===== src/rtl/bp_be_pkg.sv =====
// Shared types for the backend loop-inference scheduler.
// Latency: n/a (types and constants only).
// Backpressure: n/a.
package bp_be_pkg;

    // Defaults the scheduler is built with; the response struct is sized from these,
    // so num_req_p / iter_width_p overrides must be mirrored here.
    localparam int bp_be_ls_num_req_gp    = 4;
    localparam int bp_be_ls_id_width_gp   = (bp_be_ls_num_req_gp > 1) ? $clog2(bp_be_ls_num_req_gp) : 1;
    localparam int bp_be_ls_iter_width_gp = 8;

    typedef enum logic [1:0] {
        e_ls_idle   = 2'd0,
        e_ls_start  = 2'd1,
        e_ls_search = 2'd2,
        e_ls_resp   = 2'd3
    } bp_be_loop_sched_state_e;

    typedef struct packed {
        logic [bp_be_ls_id_width_gp-1:0]   id;
        logic [bp_be_ls_iter_width_gp-1:0] iters;
        logic                              timeout;
    } bp_be_loop_sched_resp_s;

endpackage


===== src/rtl/bsg_arb_round_robin.sv =====
// Round-robin arbiter: grants the first request at or after the rotating pointer.
// Latency: grant is combinational; the pointer moves on the cycle yumi_i is seen.
// Backpressure: without yumi_i the pointer holds and the same grant is re-offered.
module bsg_arb_round_robin #(
    parameter  int width_p      = 4,
    localparam int tag_width_lp = (width_p > 1) ? $clog2(width_p) : 1
) (
    input  logic                    clk_i,
    input  logic                    reset_n_i,
    input  logic [width_p-1:0]      reqs_i,
    output logic [width_p-1:0]      grants_o,
    output logic [tag_width_lp-1:0] tag_o,
    output logic                    v_o,
    input  logic                    yumi_i
);

    logic [tag_width_lp-1:0] ptr_q, ptr_d;

    // Scan from the pointer upward with wrap and take the first requester found.
    always_comb begin
        int                      idx;
        logic [tag_width_lp-1:0] cand;
        grants_o = '0;
        tag_o    = '0;
        v_o      = 1'b0;
        idx      = 0;
        cand     = '0;
        for (int i = 0; i < width_p; i++) begin
            idx = int'(ptr_q) + i;
            if (idx >= width_p) idx = idx - width_p;
            cand = tag_width_lp'(idx);
            if (!v_o && reqs_i[cand]) begin
                v_o            = 1'b1;
                tag_o          = cand;
                grants_o[cand] = 1'b1;
            end
        end
    end

    // Next search starts just past the winner so it yields to everyone else first.
    always_comb begin
        ptr_d = ptr_q;
        if (yumi_i && v_o) begin
            ptr_d = (tag_o == tag_width_lp'(width_p - 1)) ? '0 : tag_o + tag_width_lp'(1);
        end
    end

    // Pointer register.
    always_ff @(posedge clk_i or negedge reset_n_i) begin
        if (!reset_n_i) ptr_q <= '0;
        else            ptr_q <= ptr_d;
    end

endmodule


===== src/rtl/bp_be_loop_inference_sched.sv =====
// Shares one loop-inference unit among striding-load requesters; optional stats via BP_BE_LOOP_SCHED_STATS_EN.
// Latency: grant->start_discovery 1 cycle; li_v handshake->resp_v 1 cycle; unconfirmed search aborts after timeout_p cycles.
// Backpressure: resp held until resp_ready_i; no new grant until then; unit result consumed only once confirmed.
module bp_be_loop_inference_sched
    import bp_be_pkg::*;
#(
    parameter  int vaddr_width_p  = 39,
    parameter  int num_req_p      = bp_be_ls_num_req_gp,
    parameter  int timeout_p      = 1024,
    parameter  int iter_width_p   = bp_be_ls_iter_width_gp,
    localparam int id_width_lp    = (num_req_p > 1) ? $clog2(num_req_p) : 1,
    localparam int timer_width_lp = $clog2(timeout_p)
) (
    input  logic                               clk_i,
    input  logic                               reset_n_i,
    input  logic [num_req_p-1:0]               req_v_i,
    input  logic [num_req_p*vaddr_width_p-1:0] req_pc_i,
    input  logic [num_req_p-1:0]               req_confirm_i,
    output logic [num_req_p-1:0]               req_yumi_o,
    output logic                               start_discovery_o,
    output logic                               confirm_discovery_o,
    output logic [vaddr_width_p-1:0]           striding_pc_o,
    input  logic [iter_width_p-1:0]            li_iters_i,
    input  logic                               li_v_i,
    output logic                               li_yumi_o,
    output logic                               resp_v_o,
    output logic [id_width_lp-1:0]             resp_id_o,
    output logic [iter_width_p-1:0]            resp_iters_o,
    output logic                               resp_timeout_o,
    input  logic                               resp_ready_i,
    output logic                               busy_o
`ifdef BP_BE_LOOP_SCHED_STATS_EN
   ,output logic [15:0]                        stat_done_o
   ,output logic [15:0]                        stat_timeout_o
`endif
);

    bp_be_loop_sched_state_e state_q, state_d;
    logic [id_width_lp-1:0]    owner_q, owner_d;
    logic [vaddr_width_p-1:0]  striding_pc_q, striding_pc_d;
    logic [timer_width_lp-1:0] timer_q, timer_d;
    logic                      confirmed_q, confirmed_d;
    bp_be_loop_sched_resp_s    resp_q, resp_d;

    logic [num_req_p-1:0]      arb_grants;
    logic [id_width_lp-1:0]    arb_tag;
    logic                      arb_v;
    logic                      grant_fire;
    logic                      owner_confirm;
    logic [vaddr_width_p-1:0]  req_pc_arr [num_req_p];

    // Grants are offered only while idle; reset_n_i gating keeps req_yumi_o low during reset.
    assign grant_fire = reset_n_i && (state_q == e_ls_idle) && arb_v;
    assign req_yumi_o = grant_fire ? arb_grants : '0;

    bsg_arb_round_robin #(.width_p(num_req_p)) u_arb (
        .clk_i     (clk_i),
        .reset_n_i (reset_n_i),
        .reqs_i    (req_v_i),
        .grants_o  (arb_grants),
        .tag_o     (arb_tag),
        .v_o       (arb_v),
        .yumi_i    (grant_fire)
    );

    // Unpack the flat per-requester PC bus into slots.
    always_comb begin
        for (int i = 0; i < num_req_p; i++) begin
            req_pc_arr[i] = req_pc_i[i*vaddr_width_p +: vaddr_width_p];
        end
    end

    // FSM next-state and unit handshakes.
    always_comb begin
        state_d             = state_q;
        owner_d             = owner_q;
        striding_pc_d       = striding_pc_q;
        timer_d             = timer_q;
        confirmed_d         = confirmed_q;
        resp_d              = resp_q;
        start_discovery_o   = 1'b0;
        confirm_discovery_o = 1'b0;
        li_yumi_o           = 1'b0;
        owner_confirm       = req_confirm_i[owner_q];

        case (state_q)
            e_ls_idle: begin
                if (grant_fire) begin
                    owner_d       = arb_tag;
                    striding_pc_d = req_pc_arr[arb_tag];
                    state_d       = e_ls_start;
                end
            end
            e_ls_start: begin
                start_discovery_o = 1'b1;
                timer_d           = '0;
                confirmed_d       = 1'b0;
                state_d           = e_ls_search;
            end
            e_ls_search: begin
                if (!confirmed_q) begin
                    // A confirm arriving on the last timer cycle still wins over the abort.
                    if (owner_confirm) begin
                        confirm_discovery_o = 1'b1;
                        confirmed_d         = 1'b1;
                    end else if (timer_q == timer_width_lp'(timeout_p - 1)) begin
                        resp_d.id      = owner_q;
                        resp_d.iters   = '0;
                        resp_d.timeout = 1'b1;
                        state_d        = e_ls_resp;
                    end else begin
                        timer_d = timer_q + timer_width_lp'(1);
                    end
                end else if (li_v_i) begin
                    li_yumi_o      = 1'b1;
                    resp_d.id      = owner_q;
                    resp_d.iters   = li_iters_i;
                    resp_d.timeout = 1'b0;
                    state_d        = e_ls_resp;
                end
            end
            e_ls_resp: begin
                if (resp_ready_i) state_d = e_ls_idle;
            end
            default: state_d = e_ls_idle;
        endcase
    end

    // State and datapath registers.
    always_ff @(posedge clk_i or negedge reset_n_i) begin
        if (!reset_n_i) begin
            state_q       <= e_ls_idle;
            owner_q       <= '0;
            striding_pc_q <= '0;
            timer_q       <= '0;
            confirmed_q   <= 1'b0;
            resp_q        <= '0;
        end else begin
            state_q       <= state_d;
            owner_q       <= owner_d;
            striding_pc_q <= striding_pc_d;
            timer_q       <= timer_d;
            confirmed_q   <= confirmed_d;
            resp_q        <= resp_d;
        end
    end

    assign striding_pc_o  = (state_q != e_ls_idle) ? striding_pc_q : '0;
    assign busy_o         = (state_q != e_ls_idle);
    assign resp_v_o       = (state_q == e_ls_resp);
    assign resp_id_o      = resp_q.id;
    assign resp_iters_o   = resp_q.iters;
    assign resp_timeout_o = resp_q.timeout;

`ifdef BP_BE_LOOP_SCHED_STATS_EN
    logic [15:0] stat_done_q, stat_done_d;
    logic [15:0] stat_timeout_q, stat_timeout_d;

    // Saturating outcome counters, bumped on each response handshake.
    always_comb begin
        stat_done_d    = stat_done_q;
        stat_timeout_d = stat_timeout_q;
        if (resp_v_o && resp_ready_i) begin
            if (resp_q.timeout) begin
                if (stat_timeout_q != 16'hffff) stat_timeout_d = stat_timeout_q + 16'd1;
            end else begin
                if (stat_done_q != 16'hffff) stat_done_d = stat_done_q + 16'd1;
            end
        end
    end

    // Counter registers.
    always_ff @(posedge clk_i or negedge reset_n_i) begin
        if (!reset_n_i) begin
            stat_done_q    <= '0;
            stat_timeout_q <= '0;
        end else begin
            stat_done_q    <= stat_done_d;
            stat_timeout_q <= stat_timeout_d;
        end
    end

    assign stat_done_o    = stat_done_q;
    assign stat_timeout_o = stat_timeout_q;
`endif

endmodule


===== config.mk =====
export PLATFORM = sky130hd
export DESIGN_NAME = bp_be_loop_inference_sched
export DESIGN_NICKNAME = d
export VERILOG_FILES = /design/src/rtl/bp_be_pkg.sv /design/src/rtl/bsg_arb_round_robin.sv /design/src/rtl/bp_be_loop_inference_sched.sv
export SDC_FILE = /design/constraint.sdc
export NUM_CORES = 1
export LEC_CHECK = 0
export BUFFER_PORTS_ARGS = -buffer_cell sky130_fd_sc_hd__buf_4
export CAP_MARGIN = 30
export CORE_ASPECT_RATIO = 0.8
export CORE_UTILIZATION = 50
export DETAILED_ROUTE_END_ITERATION = 10
export PLACE_DENSITY = 0.86
export SYNTH_ARGS = -nofsm -noshare
export SYNTH_HDL_FRONTEND = slang
export SYNTH_SLANG_ARGS = --single-unit

===== constraint.sdc =====
create_clock -name clk_i -period 10.7 [get_ports clk_i]
set_clock_uncertainty 0.2 [all_clocks]
set_input_delay 3.21 -clock clk_i [delete_from_list [all_inputs] [get_ports clk_i]]
set_output_delay 3.21 -clock clk_i [all_outputs]
set_load 0.05 [all_outputs]

== Yosys cells after proc, flatten, opt, wreduce, memory -nomap -nowiden ==
Cells that the tools add are included.
Operators by class
  add/sub/neg operators: 9
  order comparisons: 14
  equality and inequality tests: 15
  multiplexer cells: 64
  bitwise operators: 4
  reductions and logical operators: 21
Operators by type and width (number)
  $mux 39: 3
  $bmux 39 s2: 1
  $mux 11: 4
  $mux 10: 3
  $mux 2: 15
  $mux 1: 21
  $mux 4: 5
  $pmux 10 s2: 1
  $lt 2x3->1 const B: 5
  $ge 3x3->1 const B: 4
  $ne 2x2->1 const B: 6
  $or 4x4->4: 3
  $add 10x1->10 const B: 1
  $bmux 1 s2: 5
  $eq 10x10->1 const B: 1
  $logic_and 1x1->1: 10
  $ne 3x3->1 const B: 3
  $demux 1 s2: 4
  $ge 2x1->1 const B: 4
  $pmux 2 s4: 1
  $reduce_and 4->1: 2
  $sub 2x1->2 const B: 4
  $add 2x2->3 const B: 2
  $eq 2x2->1 const B: 3
  12 further kinds: 16
Storage, ports and cells
  bits in registers: 67
  input port bits: 176
  output and inout port bits: 59
  logic and storage cells: 136

== Logic depth before layout (Yosys ltp) ==
Gate-level depths: netlist of the first run.
  depth after elaboration: 18
  depth in mapped cells: 13
  mapped depth without buffers: 10

== Modules after synthesis ==
Synthesis of the first run repeated with hierarchy kept, for this count alone.
Second synthesis, totals
  cell total of the unflattened synthesis: 442
  area total of the unflattened synthesis: 4479.3 um2
Modules (own cells, without submodules)
  bp_be_loop_inference_sched: times used 1, cells each 386, area an instance 3960.0 um2, seq. area each 1626.6 um2
  bsg_arb_round_robin: times used 1, cells each 56, area an instance 519.2 um2, seq. area each 50.0 um2

== Least setup slack after synthesis of the first run ==
OpenSTA, ideal clock, no wires.
  path kind: input to output
  start point: in req_v_i[0]
  end point: out req_yumi_o[0]
  arrival time: 4.952 ns
  data required time: 7.290 ns
  path slack: 2.338 ns
  cell stages on the path: 7
  path buffers: 1
  path through: buf_6 > mux4_2 > nor2b_4 > a22oi_1 > nor2_1 > a221oi_1 > nor2_1
On the way
  cells in the longest elaborated chain, start to end: 14
  elaborated cells between the ends (all ways): 27
  classes of those cells: 17 x mux; 3 x bitwise; 7 x reduce/logical
Ends and longest elaborated chain
  from (decl): RTL line bp_be_loop_inference_sched.sv:16  | input logic [num_req_p-1:0] req_v_i,
  $bmux 1 s2: RTL line bsg_arb_round_robin.sv:32  | if (!v_o && reqs_i[cand]) begin
  $mux 1 (not written as such): RTL line bsg_arb_round_robin.sv:32
  $mux 1: RTL line bsg_arb_round_robin.sv:32
  $logic_not 1->1: RTL line bsg_arb_round_robin.sv:32
  $logic_and 1x1->1: RTL line bsg_arb_round_robin.sv:32
  $mux 1: RTL line bsg_arb_round_robin.sv:32
  $logic_not 1->1: RTL line bsg_arb_round_robin.sv:32
  $logic_and 1x1->1: RTL line bsg_arb_round_robin.sv:32
  $mux 1: RTL line bsg_arb_round_robin.sv:32
  $logic_not 1->1: RTL line bsg_arb_round_robin.sv:32
  $logic_and 1x1->1: RTL line bsg_arb_round_robin.sv:32
  $mux 1: RTL line bsg_arb_round_robin.sv:32
  $logic_and 1x1->1: RTL line bp_be_loop_inference_sched.sv:53  | assign grant_fire = reset_n_i && (state_q == e_ls_idle) && arb_v;
  $mux 4 *: RTL line bp_be_loop_inference_sched.sv:54  | assign req_yumi_o = grant_fire ? arb_grants : '0;
  to (decl): RTL line bp_be_loop_inference_sched.sv:19  | output logic [num_req_p-1:0] req_yumi_o,
Every way passes the cells marked *; elsewhere a longest branch is shown, timed or not. The select of a mux whose other input is x is not followed.

== Worst setup path in the final report of the first run ==
  start point: in req_v_i[1]
  end point: out req_yumi_o[0]
The elaborated chain is that of the path after synthesis.

==> results.md, run 1 <==
* Worst reg-to-reg path cell count at 9
* Reg2reg end: striding_pc_q[23]
* Clock Sinks at 67
* Drt wl/cell at 16.6 µm
* Worst setup EP type: primary output
* IO buf count at 234
* EDFF count, synth at 0
* Vias/cell at 5.57
* Total power at 2440 µW
* Reg-to-reg startpoint: u_arb.ptr_q[0]
* CTS tree: done
* DRT Pass-1 Iters at 4
* Seq cells post-synth at 67
* Vias in the first global route at 4165
* Initial antenna violation count at 0
* Final WL at 13000 µm
* Clock root buffer: clkbuf_16
* Hpwl dp at 9660 µm
* YS warnings at 0
* Post-Route Setup TNS at 0 ps
* Starting density of the core at 0.518
* Die Wd at 110 µm
* Starting DRT DRC Count at 175
* Gr ovfl total at 0
* Layout area overhead at 43.9%
* Worst slew pin tran at 1030 ps
* Main synth FF type: dfrtp_1
* XOR/XNOR share of the synthesized area at 0.0130
* Synth Area in Adders at 0.0373
* Worst Path Required at 7290 ps
* Final Hold Vio Count at 0
* CTS Buffer Depth at 2
* Clock latency on the worst-skew pair at 330 ps
* Register area share after synthesis at 0.357
* Clock period minus worst slack at 8360 ps
* GP Congestion at 0.919
* Largest net degree at the start of global routing at 70
* Vias at 4339
* Row count at 31
* Hold Path Sink: resp_iters_o[5]
* Share of cells above drive strength 1 at 0.458
* Hold crit path type: flip-flop to flip-flop
* Synthesized area per cell at 10.6 µm²
* Setup slack, reg-to-reg at 6030 ps
* Worst setup SP type: primary input
* Power per Cell Area at 361 nW/µm²
* Cells after synthesis at 442
* Cts bufs inserted at 9
* Fmax at 120 MHz
* Main combinational cell family by area after synthesis: multiplexers
* Post_cts resized at 0
* Htree depth at 3
* Status: finished, final reports clean
* Final Non-Filler Cells at 779
* Final worst-path cycle share at 0.782
* Leading cell types in the layout, fill and taps excluded: 237 x buf_4, 79 x mux2i_1, 67 x dfrtp_1
* Maxcap violations at 0
* Post-DRT Antenna Nets at 0
* Worst Path Arrival at 4950 ps
* Multiplexer share of the synthesized area at 0.199
* # nets final at 849
* Antenna Cells at 0
* DRC at 0
* GRT Resource Usage Total at 0.264
* Slew margin rel. at 0.295
* I/O pin count at 235
* Yosys cell types at 50
* Syn Nets at 632
* # setup viols final at 0
* Hold depth at 1
* Post-CTS setup repair buffer count at 0
* First-pass GRT wire length at 19700 µm
* Die area at 9790 µm²
* Core Area at 9080 µm²
* Hold Startpoint: resp_iters_o[5]
* Asr flop ratio synth at 1.00
* Setup WS pre-CTS at 2410 ps
* Hold Buf Count CTS at 0
* Compound-Gate Fraction of Synth Area at 0.185
* Leakage Power at 0.00324 µW
* RSZ-0062 raised after global routing: false
* DIE HEIGHT at 88.7 µm
* Clk pin slew, worst setup/hold paths at 60 ps
* Crit-path max FO at 11
* Simple logic cell fraction of the synthesized area at 0.154
* Mapped Area at 4700 µm²
* Commonest non-fill, non-tap cell in the layout: buf_4
* Slew Viols, Final at 0
* Maximum vdd ir drop at 0.000242 V
* PnR worst setup slack at 2340 ps
* WS Path Type: primary input to primary output
* Placed insts at 763
[worst max-delay path, cell delays in order]
cell and delay, ps:
buf_4 130, mux2i_1 80, mux2i_1 820, nor3b_4 120, a221oi_1 300, nor2_1 100
buf_4 200
[Yosys cell counts (3+ instances only)]
master	instances	area share
clkbuf_1	11	0.0088
ha_1	14	0.037
a22oi_1	4	0.0064
nand3_1	3	0.0032
a221oi_2	30	0.096
buf_6	8	0.019
o21ai_0	6	0.0064
inv_1	12	0.0096
nor2b_1	42	0.056
mux4_2	4	0.019
nand2_1	9	0.0072
nor3_1	6	0.0064
dfrtp_1	67	0.36
mux2i_1	79	0.17
mux2_2	5	0.012
buf_4	7	0.011
a221oi_1	12	0.022
nor2_1	57	0.046
a21oi_1	10	0.011
xnor2_1	7	0.013
buf_2	5	0.0053
a22o_1	8	0.015
nor3b_1	3	0.0048
[worst max path at each step]
| stage | slack (ps) | start | endpoint | cells past startpoint |
|---|---|---|---|---|
| floorplan | 2340 | req_v_i[0] | req_yumi_o[0] | 7 |
| global placement | 2530 | req_v_i[1] | req_yumi_o[2] | 7 |
| detailed placement | 2410 | req_v_i[0] | req_yumi_o[1] | 7 |
| CTS | 2400 | req_v_i[0] | req_yumi_o[1] | 7 |
| global route | 2170 | req_v_i[1] | req_yumi_o[0] | 7 |
| finish | 2340 | req_v_i[1] | req_yumi_o[0] | 7 |
[state kept, by name (all words and copies together) (netlist names)]
name and cells:
confirmed_q 1, resp_iters_o 8, resp_timeout_o 1, timer_q 10
resp_id_o 2, striding_pc_q 39, state_q 2, owner_q 2
u_arb.ptr_q 2
[logic make-up (layout without fill, tap and decap cells)]
family | count (synthesis) | count (layout)
simple gates | 138 | 138
mux | 88 | 88
compound gates | 84 | 84
flops | 67 | 67
buf+inv | 44 | 266
fa+ha+maj | 14 | 14
xor+xnor | 7 | 7
[report_power, final]
part	internal (µW)	total, µW	leakage, µW	switching [µW]
Clock	205	318	0.000156	113
Sequential	364	442	0.000790	77.7
Combinational	627	1680	0.00230	1050
Total	1200	2440	0.00324	1240
[area by class of cell]
cell class                      count  area [µm²]
Fill cell                         636        2310
Sequential cell                    67        1680
Multi-Input combinational cell    331        2780
Tap cell                          115         144
Inverter                           12        45.0
Clock inverter                      7        98.8
Timing Repair Buffer              238        1800
Clock buffer                        9         225
[metal layers]
metal,vias to the layer above,wire [µm],track usage,share of wire
li1,2066,-,-,-
met2,206,6730,0.480,0.52
met5,-,0,0,0
met1,2052,5090,0.310,0.39
met4,0,162,0.0969,0.012
met3,15,987,0.0501,0.076
[stage by stage]
step	hold slack (ps)	util	area, µm²
floorplan	276	-	4700
global placement	291	0.707	6420
detailed placement	291	0.710	6440
CTS	303	0.745	6760
global route	323	0.745	6760
finish	303	0.745	6760
Power figures use the tool's default switching activity.
==> run 2, diff against run 1 <==
--- a/config.mk
+++ b/config.mk
@@ -8,9 +8,9 @@
 export BUFFER_PORTS_ARGS = -buffer_cell sky130_fd_sc_hd__buf_4
 export CAP_MARGIN = 30
 export CORE_ASPECT_RATIO = 0.8
-export CORE_UTILIZATION = 50
+export CORE_UTILIZATION = 47
 export DETAILED_ROUTE_END_ITERATION = 10
-export PLACE_DENSITY = 0.86
+export PLACE_DENSITY = 0.82
 export SYNTH_ARGS = -nofsm -noshare
 export SYNTH_HDL_FRONTEND = slang
 export SYNTH_SLANG_ARGS = --single-unit
==> constraint.sdc (replaced) <==
create_clock -name clk_i -period 7.8 [get_ports clk_i]
set_clock_uncertainty 0.2 [all_clocks]
set_input_delay 2.34 -clock clk_i [delete_from_list [all_inputs] [get_ports clk_i]]
set_output_delay 2.34 -clock clk_i [all_outputs]
set_load 0.05 [all_outputs]
==> run 2 against run 1 <==
Compared with the run above:
- sequential power increased by 37%
- core utilization decreased by 4.4 points
- largest power group unchanged
- sequential share of layout area decreased by 0.12 points
- flip-flop and latch count unchanged
- clock power grew 31%
==> results.md, run 2 (synthesis results as in run 1) <==
* Status: finished, final reports clean
* Clock Sinks at 67 (unchanged)
* Maximum vdd ir drop at 0.000333 V (+38%)
* Slew margin rel. at 0.341 (+0.0460)
* Share of total power in combinational logic at 0.695 (+0.007)
* Worst Path Required at 5260 ps (-2030 ps)
* Clock network fraction of total power at 0.124 (-0.006)
* GP Congestion at 0.862 (-6.2%)
* Worst Path Arrival at 4080 ps (-870 ps)
* Largest net degree at the start of global routing at 69 (-1.4%)
* DRT Pass-1 Iters at 5 (+1)
* GRT Resource Usage Total at 0.256 (-0.00726)
* Post-Route Setup TNS at 0 ps (unchanged)
* IO buf count at 234 (unchanged)
* Gr ovfl total at 0 (unchanged)
* Layout area overhead at 44.6%
* Worst slew pin tran at 961 ps (-67.1 ps)
* Drt wl/cell at 16.8 µm (+0.80%)
* Clock root buffer: clkbuf_16
* Top reg by flops: striding_pc_q
* Starting density of the core at 0.485 (-0.0328)
* Setup WS pre-CTS at 1220 ps (-1180 ps)
* Cts bufs inserted at 9 (unchanged)
* Total power at 3340 µW (+37%)
* Htree depth at 3 (unchanged)
* Commonest non-fill, non-tap cell in the layout: buf_4
* CTS tree: done
* Clk pin slew, worst setup/hold paths at 60 ps (about the same)
* Vias in the first global route at 4283 (+2.8%)
* Setup slack, reg-to-reg at 3490 ps (-2540 ps)
* # setup viols final at 0 (unchanged)
* Hold depth at 1 (unchanged)
* PnR worst setup slack at 1180 ps (-1150 ps)
* Share of cells above drive strength 1 at 0.460 (+0.00244)
* I/O pin count at 235 (unchanged)
* Initial antenna violation count at 0 (unchanged)
* Clock period minus worst slack at 6620 ps
* Max reg flops at 39 (unchanged)
* Post-DRT Antenna Nets at 0 (unchanged)
* Die area at 10400 µm² (+6.3%)
* Worst setup EP type: primary output
* CTS Buffer Depth at 2 (unchanged)
* First-pass GRT wire length at 21000 µm (+7.1%)
* Hpwl dp at 10000 µm (+3.6%)
* Min Hold Slack at 307 ps (+3.89 ps)
* Reg2reg end: striding_pc_q[28]
* Final Hold Vio Count at 0 (unchanged)
* Core Area at 9690 µm² (+6.8%)
* Hold Buf Count CTS at 0 (unchanged)
* Seq pwr share at 0.181 (about the same)
* WS Path Type: primary input to primary output
* Starting DRT DRC Count at 228 (+30%)
* Leakage Power at 0.00325 µW (+0.11%)
* Vias at 4351 (+0.28%)
* Post_cts resized at 0 (unchanged)
* DIE HEIGHT at 91.4 µm (+3.1%)
* Reg-to-reg startpoint: u_arb.ptr_q[0]
* Maxcap violations at 0 (unchanged)
* Fmax at 151 MHz
* Clock latency on the worst-skew pair at 320 ps (about the same)
* Vias/cell at 5.42 (-2.7%)
* Switching part of the total at 0.517 (+0.00769)
* RSZ-0062 raised after global routing: false
* Crit-path max FO at 11 (unchanged)
* Hold crit path type: flip-flop to flip-flop
* Worst setup SP type: primary input
* Leading cell types in the layout, fill and taps excluded: 240 x buf_4, 79 x mux2i_1, 67 x dfrtp_1
* Slew Viols, Final at 0 (unchanged)
* Power per Cell Area at 492 nW/µm² (+36%)
* Worst reg-to-reg path cell count at 9 (unchanged)
* Hold Startpoint: resp_id_o[0]
* Post-CTS setup repair buffer count at 0 (unchanged)
* Final WL at 13500 µm (+3.9%)
* Final worst-path cycle share at 0.849
* Hold Path Sink: resp_id_o[0]
* Row count at 32 (+3.2%)
* Antenna Cells at 0 (unchanged)
* # nets final at 852 (+0.35%)
* DRC at 0 (unchanged)
* P_sw at 1730 µW (+39%)
* Die Wd at 114 µm (+3.1%)
* Internal power at 1610 µW (+35%)
[run 2: changes by cell type in the layout (fill, tap and decap cells not counted), sizes merged]
cell / delta
inv: +2
clkinvlp: +1
bufinv: -1
buf: +3
clkinv: -2
[run 2: worst max-delay path by stage]
stage,from,to,slack [ps],cells past startpoint
2_1_floorplan,req_v_i[0],req_yumi_o[0],1180,7
3_3_place_gp,req_v_i[1],req_yumi_o[1],1410,8
3_5_place_dp,req_v_i[1],req_yumi_o[3],1220,7
4_1_cts,req_v_i[1],req_yumi_o[3],1230,7
5_1_grt,req_v_i[1],req_yumi_o[1],1000,7
6_report,req_v_i[1],req_yumi_o[3],1180,7
[run 2: area by class of cell]
type,instances,area [µm²]
Fill cell,756,2890
Multi-Input combinational cell,331,2780
Timing Repair Buffer,241,1820
Sequential cell,67,1680
Clock buffer,9,225
Tap cell,136,170
Clock inverter,7,82.6
Inverter,12,45.0
[run 2: worst max-delay path, stage by stage]
cell and delay (ps):
buf_4 130, mux2i_1 80, mux2i_1 770, nor3b_4 130
a221oi_1 350, nor2_1 80, buf_4 200
[run 2: layer usage]
| layer | global-route usage | share of wire | vias to the layer above |
|---|---|---|---|
| met5 | 0 | 0 | - |
| met4 | 0.0649 | 0.015 | 0 |
| met1 | 0.319 | 0.41 | 2048 |
| met3 | 0.0427 | 0.066 | 19 |
| li1 | - | - | 2073 |
| met2 | 0.460 | 0.51 | 211 |
[run 2: per-stage QoR]
stage          std cells  cell area, µm²  utilization
2_1_floorplan        442            4700            -
3_3_place_gp         786            6470        0.668
3_5_place_dp         787            6490        0.670
4_1_cts              803            6800        0.701
5_1_grt              803            6800        0.701
6_report             803            6800        0.701
[run 2: power groups by stage]
stage / registers [µW] / logic [µW] / clock network, µW
final: 604 / 2320 / 416
after global routing: 624 / 2460 / 439
after CTS: 602 / 2330 / 425
after detailed placement: 607 / 2320 / 0
after global placement: 598 / 2260 / 0
after floorplan: 665 / 1710 / 0
==> run 3, diff against run 2 <==
==> constraint.sdc (replaced) <==
create_clock -name clk_i -period 6.57 [get_ports clk_i]
set_clock_uncertainty 0.2 [all_clocks]
set_input_delay 1.971 -clock clk_i [delete_from_list [all_inputs] [get_ports clk_i]]
set_output_delay 1.971 -clock clk_i [all_outputs]
set_load 0.05 [all_outputs]
==> run 3 against run 2 <==
Compared with the run above:
- critical path type unchanged
- largest power group unchanged
- count of clock-buffer cells in the layout is the same
- non-clock buffer count increased by 1
- wire length decreased by 0.71%
==> results.md, run 3 (synthesis results as in run 1) <==
* Vias at 4369 (+0.41%)
* Power per Cell Area at 584 nW/µm² (+19%)
* Core Area at 9690 µm² (unchanged)
* Hpwl dp at 9910 µm (-0.88%)
* RSZ-0062 raised after global routing: false
* Commonest non-fill, non-tap cell in the layout: buf_4
* CTS Buffer Depth at 2 (unchanged)
* Htree depth at 3 (unchanged)
* Row count at 32 (unchanged)
* Share of cells above drive strength 1 at 0.461 (+0.000808)
* Worst setup SP type: primary input
* Clock Sinks at 67 (unchanged)
* Starting density of the core at 0.485 (unchanged)
* Clock period minus worst slack at 5720 ps
* Leading cell types in the layout, fill and taps excluded: 241 x buf_4, 79 x mux2i_1, 67 x dfrtp_1
* Leakage Power at 0.00327 µW (+0.60%)
* Layout area overhead at 45.3%
* Largest net degree at the start of global routing at 69 (unchanged)
* Max reg flops at 39 (unchanged)
* Slew Viols, Final at 0 (unchanged)
* Vias in the first global route at 4478 (+4.6%)
* IO buf count at 234 (unchanged)
* Fmax at 175 MHz
* DRT Pass-1 Iters at 4 (-1)
* Top reg by flops: striding_pc_q
* GRT Resource Usage Total at 0.258 (+0.00181)
* CTS tree: done
* Post-DRT Antenna Nets at 0 (unchanged)
* Clock latency on the worst-skew pair at 330 ps (about the same)
* Starting DRT DRC Count at 272 (+19%)
* Post-Route Setup TNS at 0 ps (unchanged)
* # nets final at 853 (+0.12%)
* Hold crit path type: flip-flop to flip-flop
* Die Wd at 114 µm (unchanged)
* Maximum vdd ir drop at 0.000398 V (+20%)
* Clk pin slew, worst setup/hold paths at 60 ps (about the same)
* First-pass GRT wire length at 21200 µm (+0.82%)
* Final worst-path cycle share at 0.870
* Vias/cell at 5.43 (+0.29%)
* Worst Path Arrival at 3550 ps (-530 ps)
* Worst setup EP type: primary output
* DRC at 0 (unchanged)
* DIE HEIGHT at 91.4 µm (unchanged)
* Gr ovfl total at 0 (unchanged)
* Die area at 10400 µm² (unchanged)
* Cts bufs inserted at 9 (unchanged)
* Post_cts resized at 0 (unchanged)
* Status: finished, final reports clean
* Clock root buffer: clkbuf_16
* Worst slew pin tran at 998 ps (+36.7 ps)
* Post-CTS setup repair buffer count at 0 (unchanged)
* Slew margin rel. at 0.333 (-0.00768)
* WS Path Type: primary input to primary output
* Antenna Cells at 0 (unchanged)
* Hold Buf Count CTS at 0 (unchanged)
* Crit-path max FO at 9 (-2)
* Initial antenna violation count at 0 (unchanged)
* Final WL at 13400 µm (-0.71%)
* I/O pin count at 235 (unchanged)
* Min Hold Slack at 298 ps (-8.77 ps)
* GP Congestion at 0.851 (-1.3%)
* # setup viols final at 0 (unchanged)
* Maxcap violations at 0 (unchanged)
* Drt wl/cell at 16.6 µm (-0.84%)
* Final Hold Vio Count at 0 (unchanged)
* Worst Path Required at 4400 ps (-860 ps)
-- run 3: cell types whose count changed in the layout (fill, tap and decap cells not counted) --
cell / delta
clkinv_2: +1
bufinv_16: +1
clkinvlp_4: -1
buf_4: +1
clkinv_4: +1
buf_16: +1
inv_6: -1
buf_12: -1
inv_8: -1
-- run 3: final cells by class --
cell class | count | area, µm²
fillers | 746 | 2860
multi-input cells | 331 | 2780
repair buffers | 242 | 1840
flip-flops and latches | 67 | 1680
clock buffers | 9 | 225
well taps | 136 | 170
clock inverters | 7 | 98.8
inverters | 12 | 45.0
-- run 3: critical path, cell delays in order --
cell,delay [ps]
buf_4,140
mux4_2,590
nor2b_4,230
a22oi_1,100
nor2_1,140
a221oi_1,70
nor2_1,100
buf_4,200
-- run 3: power breakdown --
part / switching [µW] / internal, µW / leakage, µW
combinational: 1720 / 1030 / 0.00232
sequential: 124 / 593 / 0.000790
clock: 187 / 335 / 0.000156
total: 2030 / 1960 / 0.00327
-- run 3: stage by stage --
| stage | util | instances | area [µm²] | total power (µW) | worst slack [ps] |
|---|---|---|---|---|---|
| after floorplan | - | 442 | 4700 | 2810 | 686 |
| after global placement | 0.668 | 787 | 6480 | 3400 | 947 |
| after detailed placement | 0.671 | 788 | 6500 | 3470 | 879 |
| after CTS | 0.705 | 804 | 6830 | 4010 | 878 |
| after global routing | 0.705 | 804 | 6830 | 4200 | 807 |
| final | 0.705 | 804 | 6830 | 3990 | 853 |
-- run 3: worst paths after layout --
path	startpoint	end	slack, ps	cells past startpoint
worst min register to register	resp_iters_o[7]	resp_iters_o[7]	300	1
worst max register to register	u_arb.ptr_q[0]	striding_pc_q[28]	2290	9
min in group asynchronous	reset_n_i	owner_q[0]	1690	2
worst min-delay path	resp_iters_o[7]	resp_iters_o[7]	300	1
max in group asynchronous	reset_n_i	state_q[0]	3900	2
worst max-delay path	req_v_i[0]	req_yumi_o[2]	850	8
-- run 3: metal layers --
layer | routed length [µm] | part of all wire | vias up | track usage
met5 | 0 | 0 | - | 0
met4 | 186 | 0.014 | 0 | 0.0812
met3 | 780 | 0.058 | 14 | 0.0487
met2 | 6740 | 0.50 | 187 | 0.454
met1 | 5670 | 0.42 | 2100 | 0.319
li1 | - | - | 2068 | -
